--- config.mk ---
export PLATFORM = sky130hd
export DESIGN_NAME = gb_video_tx
export DESIGN_NICKNAME = d
export VERILOG_FILES = /design/src/rtl/gb_video_pkg.sv /design/src/rtl/gb_lcd_timing.sv /design/src/rtl/gb_video_tx.sv
export SDC_FILE = /design/constraint.sdc
export NUM_CORES = 1
export LEC_CHECK = 0
export ABC_CLOCK_PERIOD_IN_PS = 4700
export CAP_MARGIN = 20
export CORE_ASPECT_RATIO = 1.5
export CORE_MARGIN = 4
export CORE_UTILIZATION = 45
export DETAILED_ROUTE_END_ITERATION = 6
export PLACE_DENSITY_LB_ADDON = 0.12
export SYNTH_ARGS = -nofsm -noshare
export SYNTH_HDL_FRONTEND = slang
export SYNTH_HIERARCHICAL = 1
export SYNTH_SLANG_ARGS = --single-unit
--- constraint.sdc ---
create_clock -name clock -period 4.7 [get_ports clock]
set_input_delay 0.94 -clock clock [delete_from_list [all_inputs] [get_ports clock]]
set_output_delay 0.94 -clock clock [all_outputs]
set_load 0.005 [all_outputs]
--- src/rtl/gb_video_pkg.sv ---
// gb_video_pkg: shared definitions for the Game Boy video transmit path.
//   - STAT mode encoding (gb_mode_e) and the transmit FSM states (tx_state_e)
//   - LCD geometry constants (screen size, dots per line, lines per frame)
//   - rgb555_t: RGB555 pixel layout (bits [4:0] R, [9:5] G, [14:10] B)
//   - state_mode(): maps an FSM state to the STAT mode it reports
package gb_video_pkg;

  localparam int GB_SCREEN_WIDTH    = 160;
  localparam int GB_SCREEN_HEIGHT   = 144;
  localparam int GB_DOTS_PER_LINE   = 456;
  localparam int GB_LINES_PER_FRAME = 154;
  localparam int GB_OAM_DOTS        = 80;

  typedef enum logic [1:0] {
    MODE_HBLANK = 2'd0,
    MODE_VBLANK = 2'd1,
    MODE_OAM    = 2'd2,
    MODE_DRAW   = 2'd3
  } gb_mode_e;

  typedef enum logic [2:0] {
    ST_IDLE   = 3'd0,
    ST_OAM    = 3'd1,
    ST_DRAW   = 3'd2,
    ST_HBLANK = 3'd3,
    ST_VBLANK = 3'd4
  } tx_state_e;

  typedef struct packed {
    logic       pad;
    logic [4:0] b;
    logic [4:0] g;
    logic [4:0] r;
  } rgb555_t;

  // IDLE reports mode 0, the same value the LCD shows while switched off.
  function automatic gb_mode_e state_mode(input tx_state_e s);
    gb_mode_e m;
    case (s)
      ST_OAM:    m = MODE_OAM;
      ST_DRAW:   m = MODE_DRAW;
      ST_VBLANK: m = MODE_VBLANK;
      default:   m = MODE_HBLANK;
    endcase
    return m;
  endfunction

endpackage

--- src/rtl/gb_lcd_timing.sv ---
// gb_lcd_timing: dot/line raster counters for the Game Boy LCD.
// Ports:
//   clock, clock_rst_b : dot clock, asynchronous active-low reset
//   run                : counters advance one dot per cycle while high
//   clear              : synchronous return of both counters to 0 (LCD off)
//   dot  [8:0]         : 0..DOTS_PER_LINE-1
//   line [7:0]         : LY, 0..LINES_PER_FRAME-1
//   line_next [7:0]    : value line takes after this cycle (ignores clear)
//   line_end           : last dot of the current line (only while running)
//   frame_end          : last dot of the last line of the frame
module gb_lcd_timing
  import gb_video_pkg::*;
#(
  parameter int DOTS_PER_LINE   = GB_DOTS_PER_LINE,
  parameter int LINES_PER_FRAME = GB_LINES_PER_FRAME
) (
  input  logic       clock,
  input  logic       clock_rst_b,
  input  logic       run,
  input  logic       clear,
  output logic [8:0] dot,
  output logic [7:0] line,
  output logic [7:0] line_next,
  output logic       line_end,
  output logic       frame_end
);

  localparam logic [8:0] LAST_DOT  = 9'(DOTS_PER_LINE - 1);
  localparam logic [7:0] LAST_LINE = 8'(LINES_PER_FRAME - 1);

  assign line_end  = run && (dot == LAST_DOT);
  assign frame_end = line_end && (line == LAST_LINE);

  always_comb begin
    line_next = line;
    if (line_end) begin
      line_next = frame_end ? 8'd0 : line + 8'd1;
    end
  end

  always_ff @(posedge clock or negedge clock_rst_b) begin
    if (!clock_rst_b) begin
      dot  <= '0;
      line <= '0;
    end else if (clear) begin
      dot  <= '0;
      line <= '0;
    end else if (run) begin
      if (line_end) begin
        dot  <= '0;
        line <= line_next;
      end else begin
        dot <= dot + 9'd1;
      end
    end
  end

endmodule

--- src/rtl/gb_video_tx.sv ---
// gb_video_tx: transmit end of the Game Boy pixel stream.
// Generates LCD timing (dots x lines), accepts RGB555 pixels from the PPU
// during DRAW and emits a registered write stream to the framebuffer
// converter.
// Ports:
//   clock, clock_rst_b        : dot clock, asynchronous active-low reset
//   lcd_on                    : LCDC.7; low forces IDLE on the next cycle
//   pix_in[15:0], pix_valid   : pixel offer from the PPU pixel pipe
//   pix_ready                 : high only while in DRAW
//   pixel_data, gb_pixel_count, gb_line_count, gb_we : write stream
//   gb_hsync / gb_vsync       : HBLANK / VBLANK indicators
//   mode[1:0]                 : STAT mode
//   underrun                  : sticky, a visible line ended short of pixels
//   state_dbg[2:0]            : current FSM state (tx_state_e encoding)
// Optional feature macro GB_VIDEO_TX_LYC_EN adds lyc[7:0] in,
// lyc_match and lyc_irq out.
//
// Handshake: a pixel transfers on every rising edge where pix_valid and
// pix_ready are both 1. pix_ready is a register decoded from the FSM state
// and never depends combinationally on pix_valid; the PPU may hold
// pix_valid low for any number of cycles (a stall), and pix_in is only
// looked at on a transfer edge.
module gb_video_tx
  import gb_video_pkg::*;
#(
  parameter int DOTS_PER_LINE   = GB_DOTS_PER_LINE,
  parameter int LINES_PER_FRAME = GB_LINES_PER_FRAME,
  parameter int ACTIVE_LINES    = GB_SCREEN_HEIGHT,
  parameter int ACTIVE_PIXELS   = GB_SCREEN_WIDTH,
  parameter int OAM_DOTS        = GB_OAM_DOTS
) (
  input  logic        clock,
  input  logic        clock_rst_b,
  input  logic        lcd_on,
  input  logic [15:0] pix_in,
  input  logic        pix_valid,
  output logic        pix_ready,
  output logic [15:0] pixel_data,
  output logic [7:0]  gb_pixel_count,
  output logic [7:0]  gb_line_count,
  output logic        gb_we,
  output logic        gb_hsync,
  output logic        gb_vsync,
  output logic [1:0]  mode,
  output logic        underrun,
`ifdef GB_VIDEO_TX_LYC_EN
  input  logic [7:0]  lyc,
  output logic        lyc_match,
  output logic        lyc_irq,
`endif
  output logic [2:0]  state_dbg
);

  localparam logic [8:0] LAST_OAM_DOT     = 9'(OAM_DOTS - 1);
  localparam logic [7:0] LAST_X           = 8'(ACTIVE_PIXELS - 1);
  localparam logic [7:0] LAST_ACTIVE_LINE = 8'(ACTIVE_LINES - 1);

  tx_state_e  state;
  tx_state_e  state_next;
  tx_state_e  after_line;
  logic [7:0] x;
  logic       lcd_on_q;
  logic       accept;
  logic       last_pixel;
  logic       underrun_set;

  logic [8:0] dot;
  logic [7:0] line;
  logic [7:0] line_next;
  logic       line_end;
  logic       frame_end;

  gb_lcd_timing #(
    .DOTS_PER_LINE  (DOTS_PER_LINE),
    .LINES_PER_FRAME(LINES_PER_FRAME)
  ) u_timing (
    .clock      (clock),
    .clock_rst_b(clock_rst_b),
    .run        (state != ST_IDLE),
    .clear      (!lcd_on),
    .dot        (dot),
    .line       (line),
    .line_next  (line_next),
    .line_end   (line_end),
    .frame_end  (frame_end)
  );

  assign state_dbg  = state;
  assign accept     = pix_valid && pix_ready;
  assign last_pixel = accept && (x == LAST_X);
  // Where a line goes once its last dot is reached: the line after the
  // last visible one opens VBLANK, any other starts with OAM search.
  assign after_line = (line == LAST_ACTIVE_LINE) ? ST_VBLANK : ST_OAM;

  always_comb begin
    state_next   = state;
    underrun_set = 1'b0;
    case (state)
      ST_IDLE:   state_next = ST_OAM;
      ST_OAM:    if (dot == LAST_OAM_DOT) state_next = ST_DRAW;
      ST_DRAW: begin
        // Line length is fixed: reaching the last dot ends DRAW whether or
        // not the line is complete. A 160th pixel taken on that very dot
        // still counts as a complete line.
        if (line_end) begin
          state_next   = after_line;
          underrun_set = !last_pixel;
        end else if (last_pixel) begin
          state_next = ST_HBLANK;
        end
      end
      ST_HBLANK: if (line_end) state_next = after_line;
      ST_VBLANK: if (frame_end) state_next = ST_OAM;
      default:   state_next = ST_IDLE;
    endcase
    if (!lcd_on) begin
      state_next   = ST_IDLE;
      underrun_set = 1'b0;
    end
  end

  always_ff @(posedge clock or negedge clock_rst_b) begin
    if (!clock_rst_b) begin
      state          <= ST_IDLE;
      x              <= '0;
      lcd_on_q       <= 1'b0;
      pix_ready      <= 1'b0;
      pixel_data     <= '0;
      gb_pixel_count <= '0;
      gb_line_count  <= '0;
      gb_we          <= 1'b0;
      gb_hsync       <= 1'b0;
      gb_vsync       <= 1'b0;
      mode           <= MODE_HBLANK;
      underrun       <= 1'b0;
    end else begin
      lcd_on_q  <= lcd_on;
      state     <= state_next;
      pix_ready <= (state_next == ST_DRAW);
      mode      <= state_mode(state_next);
      gb_hsync  <= (state_next == ST_HBLANK);
      gb_vsync  <= (state_next == ST_VBLANK);

      // underrun survives LCD-off and is only cleared by switching back on.
      if (lcd_on && !lcd_on_q) begin
        underrun <= 1'b0;
      end else if (underrun_set) begin
        underrun <= 1'b1;
      end

      if (!lcd_on) begin
        x              <= '0;
        pixel_data     <= '0;
        gb_pixel_count <= '0;
        gb_line_count  <= '0;
        gb_we          <= 1'b0;
      end else begin
        gb_we <= accept;
        if (accept) begin
          pixel_data     <= pix_in;
          gb_pixel_count <= x;
          // The write carries the line it was accepted on, even when it
          // lands in the first cycle of the next line.
          gb_line_count  <= line;
          x              <= x + 8'd1;
        end else begin
          gb_line_count <= line_next;
        end
        if (state_next == ST_DRAW && state != ST_DRAW) begin
          x <= '0;
        end
      end
    end
  end

`ifdef GB_VIDEO_TX_LYC_EN
  logic match_next;
  assign match_next = (state_next != ST_IDLE) && (line_next == lyc);

  always_ff @(posedge clock or negedge clock_rst_b) begin
    if (!clock_rst_b) begin
      lyc_match <= 1'b0;
      lyc_irq   <= 1'b0;
    end else begin
      lyc_match <= match_next;
      lyc_irq   <= match_next && !lyc_match;
    end
  end
`endif

endmodule
Yosys cells after proc, flatten, opt, wreduce, memory -nomap -nowiden
Index checks and enable logic that the tools add are counted.

storage, ports and cells
  register bits = 68

operators by class
  add/subtract/negate cells = 3
  equal/unequal tests = 18
  mux-type cells = 32
  reductions and logical operators = 12

operators with widths
  cell                                                   count
  2-to-1 mux 8 bit                                       12
  2-to-1 mux 16 bit                                      2
  2-to-1 mux 9 bit                                       3
  equality test 8 bit, second input constant             3
  2-to-1 mux 3 bit                                       7
  adder 8 x 1 -> 8 bit, second input constant            2
  one-hot mux 3 bit (5 select lines)                     1
  equality test 3 x 2 -> 1 bit, second input constant    4
  adder 9 x 1 -> 9 bit, second input constant            1
  equality test 9 x 7 -> 1 bit, second input constant    1
  equality test 9 bit, second input constant             1
  equality test 3 x 1 -> 1 bit, second input constant    2
  equality test 3 bit, second input constant             2
  logical AND 1 bit                                      6
  2-to-1 mux 1 bit                                       6
  inequality test 2 x 1 -> 1 bit, second input constant  3
  one-hot mux 2 bit (3 select lines)                     1
  logical NOT 3 bit                                      1
  inequality test 3 x 1 -> 1 bit, second input constant  1
  inequality test 3 x 2 -> 1 bit, second input constant  1
  nonzero test 3 bit                                     1
  logical NOT 1 bit                                      2
  AND reduction 2 bit                                    1
  nonzero test 2 bit                                     1

Depth between registers and ports, before layout
Gate-level depths: netlist (run 1).

  depth after elaboration = 10
  mapped depth = 13

Modules after synthesis
The synthesis (run 1) kept the hierarchy.

modules (own cells, without submodules)
  module         instances  cells an instance  area an instance (um^2)
  gb_video_tx    1          232                2207.1
  gb_lcd_timing  1          116                1004.7

Worst setup path after synthesis (run 1)
No wires, ideal clock.

  kind = flip-flop to flip-flop
  start point = reg state[0], in the netlist state_dbg[0]
  end point = reg mode[1]
  library setup time = 125 ps
  data arrival time = 2546 ps
  required time = 4575 ps
  slack = 2029 ps
  cell stages (with the launch flop) = 13
  buffers on the path = 2
  clock period less this slack = 2671 ps
  path through = dfrtp_1 nor2_1 nand2_1 clkbuf_1 nand2_1 or3_1 buf_2 clkinv_1 or3b_4 nor4_4 nor3_2 and2_4 mux2_4

between the ends
  word-level cells in the longest chain between the ends = 8
  elaborated cells between the ends (all ways) = 19
  those cells by class = 7 x eq/ne; 8 x mux; 4 x reduce/logical

ends and longest elaborated chain
  element                                      RTL line             source
  start, declared                              gb_video_tx.sv:58    tx_state_e state;
  start signal, assigned                       gb_video_tx.sv:138   state <= state_next;
  nonzero test 3 bit *                         gb_video_tx.sv:79    .run (state != ST_IDLE),
  logical AND 1 bit *                          gb_lcd_timing.sv:31  assign line_end = run && (dot == LAST_DOT);
  named net line_end                           gb_video_tx.sv:70    logic line_end;
  logical AND 1 bit                            gb_lcd_timing.sv:32  assign frame_end = line_end && (line == LAST_LINE);
  2-to-1 mux 3 bit                             gb_video_tx.sv:113   ST_VBLANK: if (frame_end) state_next = ST_OAM;
  one-hot mux 3 bit (5 select lines) *         gb_video_tx.sv:98    case (state)
  2-to-1 mux 3 bit *                           gb_video_tx.sv:116   if (!lcd_on) begin
  equality test 3 bit (tied with other cells)  gb_video_pkg.sv:39   case (s)
  one-hot mux 2 bit (3 select lines) *         gb_video_pkg.sv:39
  end signal, assigned                         gb_video_tx.sv:140   mode <= state_mode(state_next);
  end, declared                                gb_video_tx.sv:44    output logic [1:0] mode,

The timed path passes the listed nets; every way through them passes the cells marked *.
A chain may end at the register's enable or synchronous reset.

Final worst setup path (run 1)
Same ends and word-level chain as after synthesis.

==> qor.csv, run 1 <==
metric,value,unit
chipHeight,111,um
rows,37,
fin_crit_sh,0.722,
fin_setup_tns,0,ns
port-buffer-count,61,
grt_pass1_vias,2641,
cts_buffer_depth,2,
core,0.00690,sq mm
maxCapViolCount,0,
cp.arrival,3.63,ns
finalSetupViolCount,0,
syn_to_final_growth,26.3,%
syn_avg_cell_area,9.23,sq um
cts_root_buf,clkbuf_8,
hold_ws,0.498,ns
synth-seq-cells,68,
status,finished clean,
busiest_layer,met2,
synth_top_area_frac,0.530,
clk_pin_slew,0.07,ns
p_leak,1.66,nW
ff2ff_setup_slack,1.31,ns
cts_setup_buffers,0,
synthFlopType,dfrtp_1,
path_class,register to register,
synth_edf_count,0,
synth-seq-area-share,0.530,
num_vias,2682,
r2r_start,state_dbg[0],
htreeDepth,3,
ys_types,50,
wl_per_cell,14.7,um
use_met1,0.187,
grt_usage,0.176,
endpoint_kind,register,
syn_inst,348,
insertion_delay,0.35,ns
pin_count,62,
synthTopCellsByArea,"dfrtp_1 (53%), nand2_1 (10%), a21oi_1 (7.0%), nor2_1 (2.2%), xor2_1 (2.2%)",
crit_required,4.94,ns
grt_setup_unrepaired,no,
dp_hpwl,5.11,mm
post-synth-top-area-cell,dfrtp_1,
grt_use_met2,0.305,
n_antenna_cell,0,
nets,433,
syn_area,0.00321,sq mm
drt_wl_total,7.22,mm
ir_drop,0.000157,V
finalMaxSlewViolations,0,
die_w,77.0,um
max_freq,295,MHz
yosysMostFrequentCell,nand2_1,
initialDrtViolationCount,104,
ys_warn_count,6,
crit_start,state_dbg[0],
syn_nets,372,
viasPerCell,5.45,
fin_crit,3.39,ns
cts_sinks,68,
r2r_end,mode[1],
grt_max_degree,40,
powerDensity,264,mW/mm^2
hold_class,register to register,
drtAntennaViolNets,0,
dieArea,0.00858,sq mm
place.gp.congestion,0.867,
cts_made_buffers,9,
grt_remaining_overflow,0,
cts_resized,0,
cts_hold_buffers,0,
slew_headroom,0.343,
yosys-top-cells-count,"nand2_1 (86), dfrtp_1 (68), a21oi_1 (45)",
tritoncts,built,
grt_pass1_wl,12.0,mm
drc_errors,0,
finalHoldViolCount,0,
worst_pin_slew,0.985,ns
async_flop_share,1.00,
grt_antenna_before_repair,0,
gr-usage-met3,0.0550,
start_kind,register,
first_pass_iters,4,
start_util,0.466,
finClkSkew,0.00687,ns
crit_end,mode[1],
crit_fanout,18,
drive_gt1_frac,0.0797,
ff2ff_path_depth,10,
==> critical path, cell delays in order, from the launching register on <==
cell,delay (ns)
dfrtp_1,0.44
nor2_1,0.21
nand2_1,0.21
nand2_1,0.15
or3_1,0.47
clkinv_1,0.45
or3b_4,0.53
nor4_4,0.27
nor3_2,0.08
and2_4,0.17
mux2_4,0.28
==> how the worst min path moves through the flow <==
| stage | startpoint | endpoint | slack [ns] | cells past startpoint |
|---|---|---|---|---|
| after floorplan | lcd_on_q | underrun | 0.47 | 2 |
| after global placement | lcd_on_q | underrun | 0.49 | 2 |
| after detailed placement | lcd_on_q | underrun | 0.49 | 2 |
| after CTS | lcd_on_q | underrun | 0.49 | 2 |
| after global routing | pixel_data[1] | pixel_data[1] | 0.54 | 2 |
| final | lcd_on_q | underrun | 0.50 | 2 |
==> routing by layer <==
layer,wire length (um),vias up
met1,2970,1288
met5,0,-
met3,384,10
met2,3720,64
met4,153,0
li1,-,1320
==> cells by family after synthesis <==
logic type | synth area share
simple gates | 0.258
flops | 0.530
compound gates | 0.120
buf+inv | 0.0308
xor+xnor | 0.0382
fa+ha+maj | 0.0156
mux | 0.00818
==> where the power goes <==
| group | internal [W] | switching (W) | total, W | leakage, nW |
|---|---|---|---|---|
| Sequential | 0.000589 | 0.00000422 | 0.000593 | 0.943 |
| Clock | 0.000202 | 0.000216 | 0.000418 | 0.0889 |
| Combinational | 0.0000262 | 0.0000318 | 0.0000580 | 0.629 |
| Total | 0.000817 | 0.000252 | 0.00107 | 1.66 |
==> state kept, by name, summed over array words and instances, names as in the netlist, 2 cells and up <==
signal	cells
u_timing/line	8
x	8
gb_line_count	8
mode	2
gb_pixel_count	8
state_dbg	3
u_timing/dot	9
pixel_data	16
==> area by class of cell <==
cell class              count  area (sq um)
clock buffers              11           141
clock inverters             5          27.5
fillers                   660          2840
inverters                  11          41.3
multi-input cells         254          1410
flip-flops and latches     68          1700
well taps                  78          97.6
repair buffers             65           636
==> cells in the final DEF, fill, tap and decap left out, types with 2 or more instances in the layout <==
cell type and instances:
nor3_1 12, o21ai_0 4, xnor2_1 6, o31ai_1 2, or3_1 5, dfrtp_1 68, or4_1 3, nand2_1 86
nor2b_1 6, and3_1 2, o2111ai_1 2, clkinv_1 2, xor2_1 8, clkbuf_8 10, inv_1 9, o21ba_2 2
nand4_1 10, or4b_1 2, nor2_1 19, buf_4 4, clkdlybuf4s50_1 60, nand3_1 6, and2_1 2, a21oi_1 45
ha_1 4, clkinv_2 4, nand2b_1 3
==> metrics by stage <==
step | instance area (sq um) | util | power, W | setup WS (ns) | cells
after floorplan | 3210 | - | 0.000626 | 2.03 | 348
final | 4060 | 0.588 | 0.00107 | 1.31 | 492
after global placement | 3890 | 0.564 | 0.000663 | 1.47 | 476
after CTS | 4060 | 0.588 | 0.00109 | 1.33 | 492
after global routing | 4060 | 0.588 | 0.00111 | 1.10 | 492
after detailed placement | 3890 | 0.564 | 0.000663 | 1.35 | 476
No activity file was read; power rests on OpenSTA's default activity.
==> run 2, diff against run 1 <==
--- a/config.mk
+++ b/config.mk
@@ -5,7 +5,7 @@
 export SDC_FILE = /design/constraint.sdc
 export NUM_CORES = 1
 export LEC_CHECK = 0
-export ABC_CLOCK_PERIOD_IN_PS = 4700
+export ABC_CLOCK_PERIOD_IN_PS = 2820
 export CAP_MARGIN = 20
 export CORE_ASPECT_RATIO = 1.5
 export CORE_MARGIN = 4
==> constraint.sdc (replaced) <==
create_clock -name clock -period 2.82 [get_ports clock]
set_input_delay 0.564 -clock clock [delete_from_list [all_inputs] [get_ports clock]]
set_output_delay 0.564 -clock clock [all_outputs]
set_load 0.005 [all_outputs]
==> qor.csv, run 2 (synthesis results as in run 1) <==
metric,value,unit,change
status,finished clean,,
syn_to_final_growth,31.4,%,
core,0.00690,sq mm,unchanged
die_w,77.0,um,unchanged
drive_gt1_frac,0.107,,+0.0269
cts_root_buf,clkbuf_8,,
drtAntennaViolNets,0,,unchanged
combPwrFrac,0.055,,about the same
cts_made_buffers,9,,unchanged
met1Wirelength,3.10,mm,+4.6%
reg.largest.list,"pixel_data (16), u_timing/dot (9)",,
n_antenna_cell,0,,unchanged
grt_pass1_wl,12.7,mm,+5.6%
drt_wl_total,7.27,mm,+0.58%
crit_path_max_incr_delay,0.45,ns,-0.08 ns
p_leak,1.75,nW,+5.1%
routed.top_layer,met4,,
p_switching,0.000421,W,+67%
slew_headroom,0.440,,+0.0972
htreeDepth,3,,unchanged
grt_antenna_before_repair,0,,unchanged
wl_per_cell,14.5,um,-1.0%
start_util,0.466,,unchanged
cts_buffer_depth,2,,unchanged
finClkSkew,0.00739,ns,+0.000520 ns
route.met3.wl,356,um,-7.3%
pin_count,62,,unchanged
hold_ws,0.411,ns,-0.0868 ns
finalSetupViolCount,0,,unchanged
timing.critical_path.cells,ha_4 -> or4b_1 -> or3_4 -> inv_2 -> or3b_4 -> o2bb2ai_1 -> nor3_2 -> and2_4 -> mux2_4,,
first_pass_iters,4,,unchanged
grt_remaining_overflow,0,,unchanged
chipHeight,111,um,unchanged
hold_class,primary input to async pin,,
r2r_start,u_timing/dot[1],,
seq_area,0.00170,sq mm,unchanged
viasPerCell,5.35,,-1.9%
multi_input_area,0.00143,sq mm,+1.2%
dp_hpwl,4.89,mm,-4.4%
p_seq_frac,0.495,,-0.060
crit_required,3.05,ns,-1.89 ns
grt_usage,0.181,,+0.00492
final_common_cell,nand2_1,,
fin_crit,2.67,ns,-0.722 ns
switching_share,0.211,,-0.0250
clk_pin_slew,0.07,ns,about the same
stdcell_count,500,,+1.6%
met2_wirelength,3.70,mm,-0.40%
place_inst,483,,+1.5%
dpl-instance-area,0.00397,sq mm,+2.0%
worst_pin_slew,0.839,ns,-0.146 ns
intPower,0.00157,W,+93%
place.gp.congestion,0.919,,+6.0%
grt_pass1_vias,2763,,+4.6%
insertion_delay,0.34,ns,about the same
max_freq,375,MHz,+27%
final_cell_mix,"nand2_1 (86), dfrtp_1 (68), clkdlybuf4s50_1 (60)",,
endpoint_kind,register,,
grt_max_degree,69,,+73%
regMostFlops,pixel_data,,
largest_register_ffs,16,,unchanged
drc_errors,0,,unchanged
ff2ff_setup_slack,0.15,ns,-1.16 ns
maxCapViolCount,0,,unchanged
fin_setup_tns,0,ns,unchanged
finalHoldViolCount,0,,unchanged
clockPowerShare,0.450,,+0.059
cts_hold_buffers,0,,unchanged
crit_fanout,6,,-12
port-buffer-count,61,,unchanged
rows,37,,unchanged
cts_sinks,68,,unchanged
place_worst_setup_slack,0.0573,ns,-1.29 ns
ir_drop,0.000355,V,+130%
grt_setup_unrepaired,no,,
path_class,register to register,,
crit_start,u_timing/dot[1],,
crit_path_top_delay_cell,or4b_1,,
start_kind,register,,
tritoncts,built,,
powerDensity,472,mW/mm^2,+79%
cp.arrival,2.90,ns,-0.73 ns
num-fill-cells,602,,-8.8%
design_area,0.00422,sq mm,+4.1%
layout_setup_ws,0.150,ns,-1.16 ns
num_vias,2675,,-0.26%
finalMaxSlewViolations,0,,unchanged
nets,442,,+2.1%
dieArea,0.00858,sq mm,unchanged
initialDrtViolationCount,129,,+24%
fin_crit_sh,0.947,,+0.225
-- run 2: cell type report --
cell class,count,share of cell area
multi-input cells,254,0.338
repair buffers,74,0.172
clock inverters,4,0.0172
flip-flops and latches,68,0.403
clock buffers,11,0.0359
well taps,78,0.0231
inverters,11,0.00978
-- run 2: final timing paths --
path / endpoint / depth (start not counted)
hold reg to reg: underrun / 2
hold / removal: pixel_data[12] / 2
setup / recovery: mode[1] / 9
max in group asynchronous: gb_line_count[3] / 2
setup reg to reg: mode[1] / 9
min in group clock: underrun / 2
-- run 2: per-layer routing --
layer | GRT usage | up-vias
met5 | 0 | -
met4 | 0.0641 | 0
met3 | 0.0485 | 8
met2 | 0.316 | 65
met1 | 0.213 | 1277
li1 | - | 1325
-- run 2: power by group through the flow --
stage	logic (W)	clock network [W]	registers, W
5_1_grt	0.000124	0.000959	0.000987
3_3_place_gp	0.000105	0	0.00101
4_1_cts	0.000107	0.000922	0.000987
6_report	0.000110	0.000897	0.000987
2_1_floorplan	0.0000383	0	0.00101
3_5_place_dp	0.000106	0	0.00101
-- run 2: through the flow --
stage	total power, W	utilization
3_5_place_dp	0.00111	0.575
5_1_grt	0.00207	0.612
4_1_cts	0.00202	0.607
3_3_place_gp	0.00111	0.575
2_1_floorplan	0.00104	-
6_report	0.00199	0.612
-- run 2: critical path, delay by kind of cell (launching register included) --
family                   cells  cell delay (ns)
AND/OR/NAND/NOR              5             1.45
flip-flops                   1             0.42
multiplexers                 1             0.29
adder cells (fa/ha/maj)      1             0.17
buffers and inverters        1             0.12
AO/OA/AOI/OAI                1             0.10
-- run 2: timing repair --
item / CTS / global route
setup endpoints to repair: 0 / 10
resized for setup: 0 / 4
setup buffers: 0 / 2
==> run 3, diff against run 2 <==
--- a/config.mk
+++ b/config.mk
@@ -5,13 +5,13 @@
 export SDC_FILE = /design/constraint.sdc
 export NUM_CORES = 1
 export LEC_CHECK = 0
-export ABC_CLOCK_PERIOD_IN_PS = 2820
+export ABC_CLOCK_PERIOD_IN_PS = 3370
 export CAP_MARGIN = 20
 export CORE_ASPECT_RATIO = 1.5
 export CORE_MARGIN = 4
 export CORE_UTILIZATION = 45
 export DETAILED_ROUTE_END_ITERATION = 6
-export PLACE_DENSITY_LB_ADDON = 0.12
+export PLACE_DENSITY = 0.71
 export SYNTH_ARGS = -nofsm -noshare
 export SYNTH_HDL_FRONTEND = slang
 export SYNTH_HIERARCHICAL = 1
==> constraint.sdc (replaced) <==
create_clock -name clock -period 3.37 [get_ports clock]
set_input_delay 0.674 -clock clock [delete_from_list [all_inputs] [get_ports clock]]
set_output_delay 0.674 -clock clock [all_outputs]
set_load 0.005 [all_outputs]
==> qor.csv, run 3 (synthesis results as in run 1) <==
metric,value,unit,change
fin_crit,2.93,ns,+0.260 ns
first_pass_iters,4,,unchanged
drtAntennaViolNets,0,,unchanged
path_class,register to register,,
crit_buf_inv,1,,unchanged
hold_class,primary input to async pin,,
grt_pass1_vias,2747,,-0.58%
cts_hold_buffers,0,,unchanged
fin_crit_sh,0.869,,-0.0775
crit_required,3.60,ns,+0.55 ns
ir_drop,0.000270,V,-24%
cts_root_buf,clkbuf_8,,
num_vias,2731,,+2.1%
cts_sinks,68,,unchanged
grt_pass1_wl,12.4,mm,-1.9%
chipHeight,111,um,unchanged
reg.largest.list,"pixel_data (16), u_timing/dot (9)",,
port-buffer-count,61,,unchanged
final_cell_mix,"nand2_1 (86), dfrtp_1 (68), clkdlybuf4s50_1 (60)",,
initialDrtViolationCount,124,,-3.9%
largest_register_ffs,16,,unchanged
start_util,0.466,,unchanged
place_inst,480,,-0.62%
grt_setup_unrepaired,no,,
cts_buffer_depth,2,,unchanged
viasPerCell,5.52,,+3.1%
grt_remaining_overflow,0,,unchanged
cts_resized,0,,unchanged
num-fill-cells,595,,-1.2%
p_leak,1.71,nW,-1.9%
finalSetupViolCount,0,,unchanged
worst_pin_slew,0.625,ns,-0.214 ns
max_freq,341,MHz,-8.9%
n_antenna_cell,0,,unchanged
fin_util,0.602,,-0.00961
drt_wl_total,7.33,mm,+0.85%
final_common_cell,nand2_1,,
finClkSkew,0.0103,ns,+0.00291 ns
grt_antenna_before_repair,0,,unchanged
dp_hpwl,5.14,mm,+5.3%
grt_max_degree,37,,-46%
r2r_end,mode[1],,
rows,37,,unchanged
nets,437,,-1.1%
cts_setup_buffers,0,,unchanged
r2r_start,u_timing/dot[0],,
crit_path_max_incr_delay,0.51,ns,+0.06 ns
critical-path-top-delay-family,simple AND/OR/NAND/NOR gates,,
wl_per_cell,14.8,um,+1.9%
core,0.00690,sq mm,unchanged
syn_to_final_growth,29.4,%,
drc_errors,0,,unchanged
cp.arrival,3.16,ns,+0.26 ns
pin_count,62,,unchanged
timing.critical_path.cells,ha_1 -> or4b_1 -> or3_1 -> clkinv_1 -> or3b_4 -> o2bb2ai_1 -> nor3_2 -> and2_4 -> mux2_4,,
crit_path_top_delay_cell,or4b_1,,
dieArea,0.00858,sq mm,unchanged
clk_pin_slew,0.07,ns,about the same
maxCapViolCount,0,,unchanged
drive_gt1_frac,0.0887,,-0.0179
ff2ff_path_depth,9,,unchanged
crit_fanout,10,,+4
stdcell_count,495,,-1.0%
start_kind,register,,
die_w,77.0,um,unchanged
regMostFlops,pixel_data,,
slew_headroom,0.583,,+0.143
ff2ff_setup_slack,0.44,ns,+0.29 ns
place.gp.congestion,0.915,,-0.41%
grt_usage,0.178,,-0.00261
powerDensity,413,mW/mm^2,-13%
cts_made_buffers,9,,unchanged
htreeDepth,3,,unchanged
finalMaxSlewViolations,0,,unchanged
finalHoldViolCount,0,,unchanged
tritoncts,built,,
fin_setup_tns,0,ns,unchanged
status,finished clean,,
endpoint_kind,register,,
insertion_delay,0.35,ns,about the same
[run 3: changes by cell type in the layout (fill, tap and decap cells not counted), sizes merged]
cell / delta
buf: -5
bufinv: +1
clkbuf: -1
clkinv: +2
clkinvlp: -1
inv: -1
[run 3: worst max-delay path by stage]
| stage | startpoint | endpoint | slack, ns | cells past startpoint |
|---|---|---|---|---|
| 2_1_floorplan | state_dbg[0] | mode[1] | 0.70 | 12 |
| 6_report | u_timing/dot[0] | mode[1] | 0.44 | 9 |
| 4_1_cts | u_timing/dot[0] | mode[1] | 0.50 | 9 |
| 3_5_place_dp | u_timing/dot[0] | mode[1] | 0.53 | 9 |
| 5_1_grt | state_dbg[1] | mode[1] | 0.23 | 10 |
| 3_3_place_gp | u_timing/dot[0] | mode[1] | 0.65 | 9 |
[run 3: worst reg2reg max path, cell delays in order (launching register included)]
cell and delay (ns):
dfrtp_1 0.43, ha_1 0.25, or4b_1 0.51, or3_1 0.40, clkinv_1 0.21, or3b_4 0.22
o2bb2ai_1 0.09, nor3_2 0.22, and2_4 0.19, mux2_4 0.29
[run 3: stage by stage]
| stage | setup slack, ns | hold WS (ns) | power (W) | area [sq um] |
|---|---|---|---|---|
| floorplan | 0.699 | 0.378 | 0.000874 | 3210 |
| global placement | 0.654 | 0.484 | 0.000925 | 3920 |
| detailed placement | 0.529 | 0.486 | 0.000927 | 3920 |
| CTS | 0.497 | 0.349 | 0.00173 | 4160 |
| global route | 0.227 | 0.386 | 0.00177 | 4160 |
| finish | 0.440 | 0.338 | 0.00172 | 4160 |
[run 3: cell type report]
cell class              instances  area [sq um]  area share
clock buffers                  10           138      0.0331
clock inverters                 5           100      0.0241
well taps                      78          97.6      0.0235
multi-input cells             254          1410       0.340
inverters                      11          41.3     0.00994
repair buffers                 69           666       0.160
flip-flops and latches         68          1700       0.410
[run 3: layer usage]
layer / GRT usage / vias to the layer above / part of all wire / wire [um]
li1: - / 1324 / - / -
met3: 0.0348 / 18 / 0.044 / 323
met2: 0.316 / 76 / 0.52 / 3810
met5: 0 / - / 0 / 0
met1: 0.198 / 1313 / 0.41 / 2990
met4: 0.101 / 0 / 0.028 / 203
[run 3: power by group]
part | total (W) | leakage [nW] | internal [W] | switching (W)
sequential | 0.000827 | 0.943 | 0.000821 | 0.00000594
combinational | 0.0000833 | 0.648 | 0.0000380 | 0.0000453
clock | 0.000805 | 0.122 | 0.000505 | 0.000301
total | 0.00172 | 1.71 | 0.00136 | 0.000352
